[src/rtl/alu_pkg.sv]
// Shared definitions for the ALU operand stage: op codes, operand-select
// encoding and the ID/EX stage-register layout.
package alu_pkg;

  localparam int unsigned DATA_W  = 32;
  localparam int unsigned ADDR_W  = 5;
  localparam int unsigned SHAMT_W = 5;
  localparam int unsigned CTL_W   = 4;

  localparam logic [CTL_W-1:0] ALU_ADD = 4'b0000;
  localparam logic [CTL_W-1:0] ALU_SUB = 4'b0001;
  localparam logic [CTL_W-1:0] ALU_SLL = 4'b0010;
  localparam logic [CTL_W-1:0] ALU_SRL = 4'b0011;
  localparam logic [CTL_W-1:0] ALU_AND = 4'b0100;
  localparam logic [CTL_W-1:0] ALU_OR  = 4'b0101;

  typedef enum logic [1:0] {
    SRC_REG   = 2'b00,
    SRC_IMM   = 2'b01,
    SRC_SHAMT = 2'b10
  } alusrc_t;

  // sel is kept as raw bits so the unused 11 encoding survives the register.
  typedef struct packed {
    logic                valid;
    logic [ADDR_W-1:0]   rs_a;
    logic [ADDR_W-1:0]   rt_a;
    logic [ADDR_W-1:0]   rd;
    logic [DATA_W-1:0]   rs_d;
    logic [DATA_W-1:0]   rt_d;
    logic [DATA_W-1:0]   imm;
    logic [SHAMT_W-1:0]  shamt;
    logic [CTL_W-1:0]    ctl;
    logic [1:0]          sel;
    logic                rw;
  } stage_t;

endpackage

[src/rtl/alu_operand_stage_fwd_mux.sv]
// Forwarding selector for one source operand; EX/MEM beats MEM/WB and
// register 0 is never forwarded.
module fwd_mux
  import alu_pkg::*;
#(
  parameter int unsigned n = DATA_W,
  parameter int unsigned r = ADDR_W
) (
  input  logic [r-1:0] src_addr_i,
  input  logic [n-1:0] src_data_i,
  input  logic         exmem_regwrite_i,
  input  logic [r-1:0] exmem_rd_i,
  input  logic [n-1:0] exmem_result_i,
  input  logic         memwb_regwrite_i,
  input  logic [r-1:0] memwb_rd_i,
  input  logic [n-1:0] memwb_result_i,
  output logic [n-1:0] fwd_data_o
);

  logic nonzero;
  logic hit_ex;
  logic hit_wb;

  always_comb begin
    nonzero = (src_addr_i != '0);
    hit_ex  = exmem_regwrite_i && (exmem_rd_i == src_addr_i) && nonzero;
    hit_wb  = memwb_regwrite_i && (memwb_rd_i == src_addr_i) && nonzero;
    if (hit_ex) begin
      fwd_data_o = exmem_result_i;
    end else if (hit_wb) begin
      fwd_data_o = memwb_result_i;
    end else begin
      fwd_data_o = src_data_i;
    end
  end

endmodule

[src/rtl/alu_operand_stage.sv]
// ID/EX operand stage: registers decoded operands, resolves forwarding and
// maps operands onto the ALU inputs. Supports stall with refresh and flush.
module alu_operand_stage
  import alu_pkg::*;
#(
  parameter int unsigned n = DATA_W,
  parameter int unsigned r = ADDR_W
) (
  input  logic         clk,
  input  logic         reset,
  input  logic         stall,
  input  logic         flush,
  input  logic         in_valid,
  input  logic [r-1:0] rs_addr,
  input  logic [r-1:0] rt_addr,
  input  logic [r-1:0] rd_addr_in,
  input  logic [n-1:0] rs_data,
  input  logic [n-1:0] rt_data,
  input  logic [n-1:0] imm,
  input  logic [4:0]   shamt,
  input  logic [3:0]   alucontrol_in,
  input  logic [1:0]   alusrc,
  input  logic         regwrite_in,
  input  logic         exmem_regwrite,
  input  logic [r-1:0] exmem_rd,
  input  logic [n-1:0] exmem_result,
  input  logic         memwb_regwrite,
  input  logic [r-1:0] memwb_rd,
  input  logic [n-1:0] memwb_result,
  output logic [n-1:0] srca,
  output logic [n-1:0] srcb,
  output logic [3:0]   alucontrol,
  output logic [n-1:0] store_data,
  output logic         out_valid,
  output logic         regwrite_out,
  output logic [r-1:0] rd_addr_out
);

  stage_t       stage_q;
  stage_t       stage_d;
  logic [n-1:0] fa;
  logic [n-1:0] fb;

  fwd_mux #(.n(n), .r(r)) u_fwd_rs (
    .src_addr_i       (stage_q.rs_a),
    .src_data_i       (stage_q.rs_d),
    .exmem_regwrite_i (exmem_regwrite),
    .exmem_rd_i       (exmem_rd),
    .exmem_result_i   (exmem_result),
    .memwb_regwrite_i (memwb_regwrite),
    .memwb_rd_i       (memwb_rd),
    .memwb_result_i   (memwb_result),
    .fwd_data_o       (fa)
  );

  fwd_mux #(.n(n), .r(r)) u_fwd_rt (
    .src_addr_i       (stage_q.rt_a),
    .src_data_i       (stage_q.rt_d),
    .exmem_regwrite_i (exmem_regwrite),
    .exmem_rd_i       (exmem_rd),
    .exmem_result_i   (exmem_result),
    .memwb_regwrite_i (memwb_regwrite),
    .memwb_rd_i       (memwb_rd),
    .memwb_result_i   (memwb_result),
    .fwd_data_o       (fb)
  );

  // On stall the forwarded values are written back unconditionally: with no
  // hit they equal the held data, so this is the same as refresh-on-hit.
  always_comb begin
    stage_d = stage_q;
    if (flush) begin
      stage_d     = '0;
      stage_d.ctl = ALU_ADD;
    end else if (stall) begin
      stage_d.rs_d = fa;
      stage_d.rt_d = fb;
    end else begin
      stage_d.valid = in_valid;
      stage_d.rs_a  = rs_addr;
      stage_d.rt_a  = rt_addr;
      stage_d.rd    = rd_addr_in;
      stage_d.rs_d  = rs_data;
      stage_d.rt_d  = rt_data;
      stage_d.imm   = imm;
      stage_d.shamt = shamt;
      stage_d.ctl   = alucontrol_in;
      stage_d.sel   = alusrc;
      stage_d.rw    = regwrite_in;
    end
  end

  always_ff @(posedge clk or posedge reset) begin
    if (reset) begin
      stage_q <= '0;
    end else begin
      stage_q <= stage_d;
    end
  end

  always_comb begin
    srca = fa;
    srcb = fb;
    case (alusrc_t'(stage_q.sel))
      SRC_IMM: begin
        srca = fa;
        srcb = stage_q.imm;
      end
      SRC_SHAMT: begin
        srca = fb;
        srcb = {{(n - SHAMT_W){1'b0}}, stage_q.shamt};
      end
      default: begin
        srca = fa;
        srcb = fb;
      end
    endcase
  end

  assign store_data   = fb;
  assign alucontrol   = stage_q.ctl;
  assign out_valid    = stage_q.valid;
  assign regwrite_out = stage_q.rw && stage_q.valid;
  assign rd_addr_out  = stage_q.rd;

endmodule

[config.mk]
export PLATFORM = sky130hd
export DESIGN_NAME = alu_operand_stage
export DESIGN_NICKNAME = d
export VERILOG_FILES = /design/src/rtl/alu_pkg.sv /design/src/rtl/alu_operand_stage_fwd_mux.sv /design/src/rtl/alu_operand_stage.sv
export SDC_FILE = /design/constraint.sdc
export NUM_CORES = 1
export LEC_CHECK = 0
export CAP_MARGIN = 40
export CORE_AREA = 2 2 144 146
export CTS_CLUSTER_DIAMETER = 50
export DETAILED_ROUTE_END_ITERATION = 7
export DIE_AREA = 0 0 146 148
export PLACE_DENSITY = 0.86
export SYNTH_ARGS = -nofsm -noshare
export SYNTH_HDL_FRONTEND = slang
export SYNTH_SLANG_ARGS = --single-unit
[constraint.sdc]
create_clock -name clk -period 4.3 [get_ports clk]
set_input_delay 0.86 -clock clk [delete_from_list [all_inputs] [get_ports clk]]
set_output_delay 0.86 -clock clk [all_outputs]
set_load 0.03 [all_outputs]
=== Yosys cells after proc, flatten, opt, wreduce, memory -nomap -nowiden ===
Cells that the tools add are included.

* Reductions and logical operators: 11
* Multiplexer cells: 10
* Equality and inequality tests: 7

{| class="wikitable"
|+ Operator list
! cell !! count
|-
| two-way mux 32 bit || 5
|-
| two-way mux 124 bit || 1
|-
| two-way mux 64 bit || 1
|-
| case mux 32 bit (2 select lines) || 1
|-
| two-way mux 44 bit || 1
|-
| == test 5 bit || 4
|-
| two-way mux 16 bit || 1
|-
| nonzero test 5 bit || 2
|-
| logical AND 1 bit || 9
|-
| == test 2 x 1 -> 1 bit, second input constant || 1
|-
| == test 2 bit, second input constant || 1
|-
| inequality test 2 x 1 -> 1 bit, second input constant || 1
|}

* Logic and storage cells: 39
* Output and inout port bits: 107
* Register bits: 124
* Input port bits: 204

=== Logic depth before layout (Yosys ltp) ===
* Word-level depth: 7
* Depth in mapped cells: 9

=== Modules after synthesis ===
A second synthesis with hierarchy kept.

* Cell total of the unflattened synthesis: 899
* Area, all modules: 8234.1 um2

{| class="wikitable"
|+ Modules (own cells, without submodules)
! module !! times used !! area an instance (um2) !! cells an instance
|-
| alu_operand_stage || 1 || 5926.9 || 503
|-
| fwd_mux || 2 || 1153.6 || 198
|}

=== Worst setup path after synthesis ===
No wires, ideal clock.

* Path type: input to output
* Start point: input port memwb_rd[0]
* End point: output port srcb[10]
* Cell stages on the path: 7
* Buffers on the path: 2
* Arrival time: 2.845 ns
* Required time: 3.440 ns
* Setup slack: 0.595 ns
* Cell sequence: xnor2_1 -> and4_1 -> clkbuf_1 -> clkbuf_1 -> nand3_1 -> a31oi_1 -> a22o_1

* Cells in the longest elaborated chain, start to end: 6

{| class="wikitable"
|+ Ends and longest elaborated chain
! element !! RTL line !! text
|-
| from (decl) || alu_operand_stage.sv:28 || <nowiki>input logic [r-1:0] memwb_rd,</nowiki>
|-
| == test 5 bit || alu_operand_stage_fwd_mux.sv:27 || <nowiki>hit_wb = memwb_regwrite_i && (memwb_rd_i == src_addr_i) && nonzero;</nowiki>
|-
| logical AND 1 bit (2 in a row) || alu_operand_stage_fwd_mux.sv:27 ||
|-
| two-way mux 32 bit || alu_operand_stage_fwd_mux.sv:30 || <nowiki>end else if (hit_wb) begin</nowiki>
|-
| two-way mux 32 bit || alu_operand_stage_fwd_mux.sv:28 || <nowiki>if (hit_ex) begin</nowiki>
|-
| named net store_data[10] || alu_operand_stage.sv:33 || <nowiki>output logic [n-1:0] store_data,</nowiki>
|-
| case mux 32 bit (2 select lines) || alu_operand_stage.sv:104 || <nowiki>case (alusrc_t'(stage_q.sel))</nowiki>
|-
| to (decl) || alu_operand_stage.sv:31 || <nowiki>output logic [n-1:0] srcb,</nowiki>
|}

The timed path passes the listed nets, and every way through them passes these cells.

=== Worst setup path in the final report ===
* Start point: input port memwb_rd[0]
* End point: output port srca[8]

* Cells in the longest elaborated chain, start to end: 6
* Elaborated cells between the ends (all ways): 11

{| class="wikitable"
|+ Ends and longest elaborated chain
! element !! RTL line !! text
|-
| == test 5 bit || alu_operand_stage_fwd_mux.sv:27 ||
|-
| logical AND 1 bit (2 in a row) || alu_operand_stage_fwd_mux.sv:27 ||
|-
| two-way mux 32 bit || alu_operand_stage_fwd_mux.sv:30 ||
|-
| two-way mux 32 bit || alu_operand_stage_fwd_mux.sv:28 ||
|-
| two-way mux 32 bit (*) || alu_operand_stage.sv:104 ||
|-
| to (decl) || alu_operand_stage.sv:30 || <nowiki>output logic [n-1:0] srca,</nowiki>
|}

Mark *: on every way between the ends. The rest lies on a longest branch, timed or not.

==> metrics <==
all-layer global routing usage 0.310; Post-synth ARST share 1.00; Final Cell Area 0.0129 mm²; reg-to-reg startpoint stage_q[114]; Nets 1523; root buffer cell clkbuf_16; #FFs+latches synth 124; highest clock rate 234 MHz; Bufs on Longest Clock Path 2; worst min path class reg2reg; Worst Setup SP memwb_rd[0]; Syn-to-layout area delta 58.3%; pin count of the biggest net entering global routing 61; number of synthesized flops with an enable pin 0; Core Region 0.0200 mm²; postcts setup bufs 0; Final Max Tran Viols 0; status completed; CP max stage cell clkdlybuf4s50_1; cell count after synthesis 988; cell family with most CP delay buffers and inverters; Detailed Route Iter0 Violations 1070; internal power 2700 µW; Die H 148 µm; Reg2Reg Setup Slack 1.61 ns; # diodes 0; Slew Limit Headroom 0.453; MaxCap Viol Count 0; CTS tree done; CP endpoint kind output pin; Placed Instances 1568; reg2reg path depth 8; Psw 1280 µW; Flop pwr share 0.320; Mapped Area 0.00813 mm²; Worst R2R End stage_q[75]; Final TNS setup 0 ns; Final Util 0.642; Residual DRC 0; CP Class in2out; final wirelength 34400 µm; Synth cell types 44; Synth Warn # 0; non-filler cells in the finished layout 1600; grt ovf 0; first-pass GRT wire length 52500 µm; Largest stage delay, worst path 0.48 ns; Logic pwr share 0.300; Die ar. 0.0216 mm²; Port Buf Inserts 310; DP HPWL 25500 µm; Placer Congestion 0.892; CP Cell Sequence clkdlybuf4s50_1, buf_4, xnor2_1, and4_1, buf_12, buf_12, nand3_1, and4_1, a211oi_1, dlygate4sd2_1; Peak supply drop 0.000248 V; WL/cell 21.5 µm; share of cells above drive strength 1 0.195; min-delay src alucontrol[0]; Initial Util 0.406; Power Density 310 mW/mm²; first-pass detailed-route iteration total 7; Clock Pin Slew Worst Setup and Hold Paths 0.06 ns; Seq/Total Area, Yosys 0.382; period utilization 0.995; crit-path max FO 18; Die Span X 146 µm; worst clock skew 0.00848 ns; crit path time final 4.28 ns; Top Ports 311; number of antenna violations at the first check in global routing 0; Setup crit start kind primary input; # rows 52; Worst Tran Pin Value 0.818 ns; clock network power share 0.381; leakage power 0.00551 µW; Primary FF master, synth dfrtp_1; CTS H-tree depth 4; Hold Path Sink alucontrol[0]; Hold-fix buffers, CTS 0; total power 3990 µW; critical path data required time 3.44 ns; RSZ-0062 raised after global routing yes; worst path arrival time 3.42 ns; total CTS buffers 17; TritonCTS Sinks 124; Mapped Nets 1194; clk_lat worst skew 0.41 ns; vias after detailed routing 9568; Sw Ratio 0.322; Routed Antenna Nets 0; Vias/cell 5.98; synthesized area per cell 8.23 µm²; Placed Area 0.0121 mm²; Final setup viols 0; final hold viol count 0; vias in the first global route 9408; Crit path buffers/inverters 5; hold depth 2
## layout make-up
class / instances / area (µm²)
Tap cell: 270 / 338
Multi-Input combinational cell: 749 / 4750
Clock inverter: 14 / 186
Timing Repair Buffer: 420 / 4040
Inverter: 5 / 23.8
Fill cell: 1672 / 7170
Sequential cell: 124 / 3100
Clock buffer: 18 / 429
## layout by cell type, fill, tap and decap left out, types with 17 or more instances in the layout
cell,n
a211oi_1,24
a21oi_1,32
a221oi_1,22
a221oi_2,18
a22o_1,24
a31oi_1,18
and3_1,32
and4_1,24
buf_12,22
buf_4,157
clkbuf_16,17
clkdlybuf4s50_1,212
dfrtp_1,124
dlygate4sd2_1,23
mux2i_1,60
nand2_1,98
nand3_1,23
nor2_1,111
nor3_1,23
o21ai_0,125
o21ai_1,32
xnor2_1,19
## cell usage after synthesis, types with 7 or more instances
library cell    n  share of area
buf_4          16          0.015
xnor2_1        19          0.020
a21oi_1        32          0.020
o22ai_1         7         0.0054
clkbuf_1       71          0.033
a22oi_1        13          0.012
dfrtp_1       124           0.38
nor3_1         24          0.015
o21ai_0       129          0.079
and4_1         24          0.026
nor2_1        113          0.052
nand2_1        98          0.045
and3_1         32          0.025
a211oi_2        7          0.011
a221oi_1       40          0.043
a31oi_1        23          0.018
a211oi_1       25          0.023
a22o_1         24          0.026
mux2i_1        60          0.074
buf_2          19          0.012
nand3_1        23          0.014
o21ai_1        28          0.017
## repair_timing
item                       in CTS  in global routing
gates resized for setup        28                 32
setup endpoints to repair      28                 23
hold endpoints to repair        0                  0
pin swaps                       0                  1
## metal layers
layer	up-vias	routed length (µm)	track usage	part of all wire
li1	4291	-	-	-
met5	-	0	0	0
met3	106	3410	0.0769	0.099
met4	0	1340	0.134	0.039
met2	635	16400	0.501	0.48
met1	4536	13300	0.397	0.39
## worst max path at each step
stage / endpoint / cells past startpoint / slack (ns)
floorplan: alucontrol[0] / 1 / 0.14
global placement: store_data[0] / 10 / -0.12
detailed placement: srca[9] / 10 / -0.24
CTS: srca[26] / 10 / 0.05
global route: srca[8] / 10 / -0.02
finish: srca[8] / 10 / 0.02
## power groups by stage
stage	combinational [µW]	clock [µW]	sequential [µW]
after floorplan	586	0	1280
after global placement	1160	0	1290
after detailed placement	1180	0	1290
after CTS	1170	1530	1270
after global routing	1260	1590	1280
final	1190	1520	1270
## worst min-delay path, stage by stage (launching register included)
cell	delay (ns)
dfrtp_1	0.34
mux2i_1	0.07
nor2_1	0.08
## flip-flops by register name, indices dropped and copies added, names as in the netlist
signal       flops
rd_addr_out      5
out_valid        1
alucontrol       4
stage_q        114
## through the flow
stage | hold slack, ns | setup WS, ns
after global placement | 0.503 | -0.124
after global routing | 0.551 | -0.0206
after CTS | 0.527 | 0.0514
final | 0.522 | 0.0225
after floorplan | 0.481 | 0.141
after detailed placement | 0.513 | -0.241
## cell families after synthesis
family,after synthesis,share of synthesized area
AO/OA/AOI/OAI,335,0.264
AND/OR/NAND/NOR,332,0.192
flip-flops,124,0.382
buffers and inverters,115,0.0634
multiplexers,60,0.0739
XOR/XNOR,20,0.0216
adder cells (fa/ha/maj),2,0.00308
(Power assumes the default switching activity.)
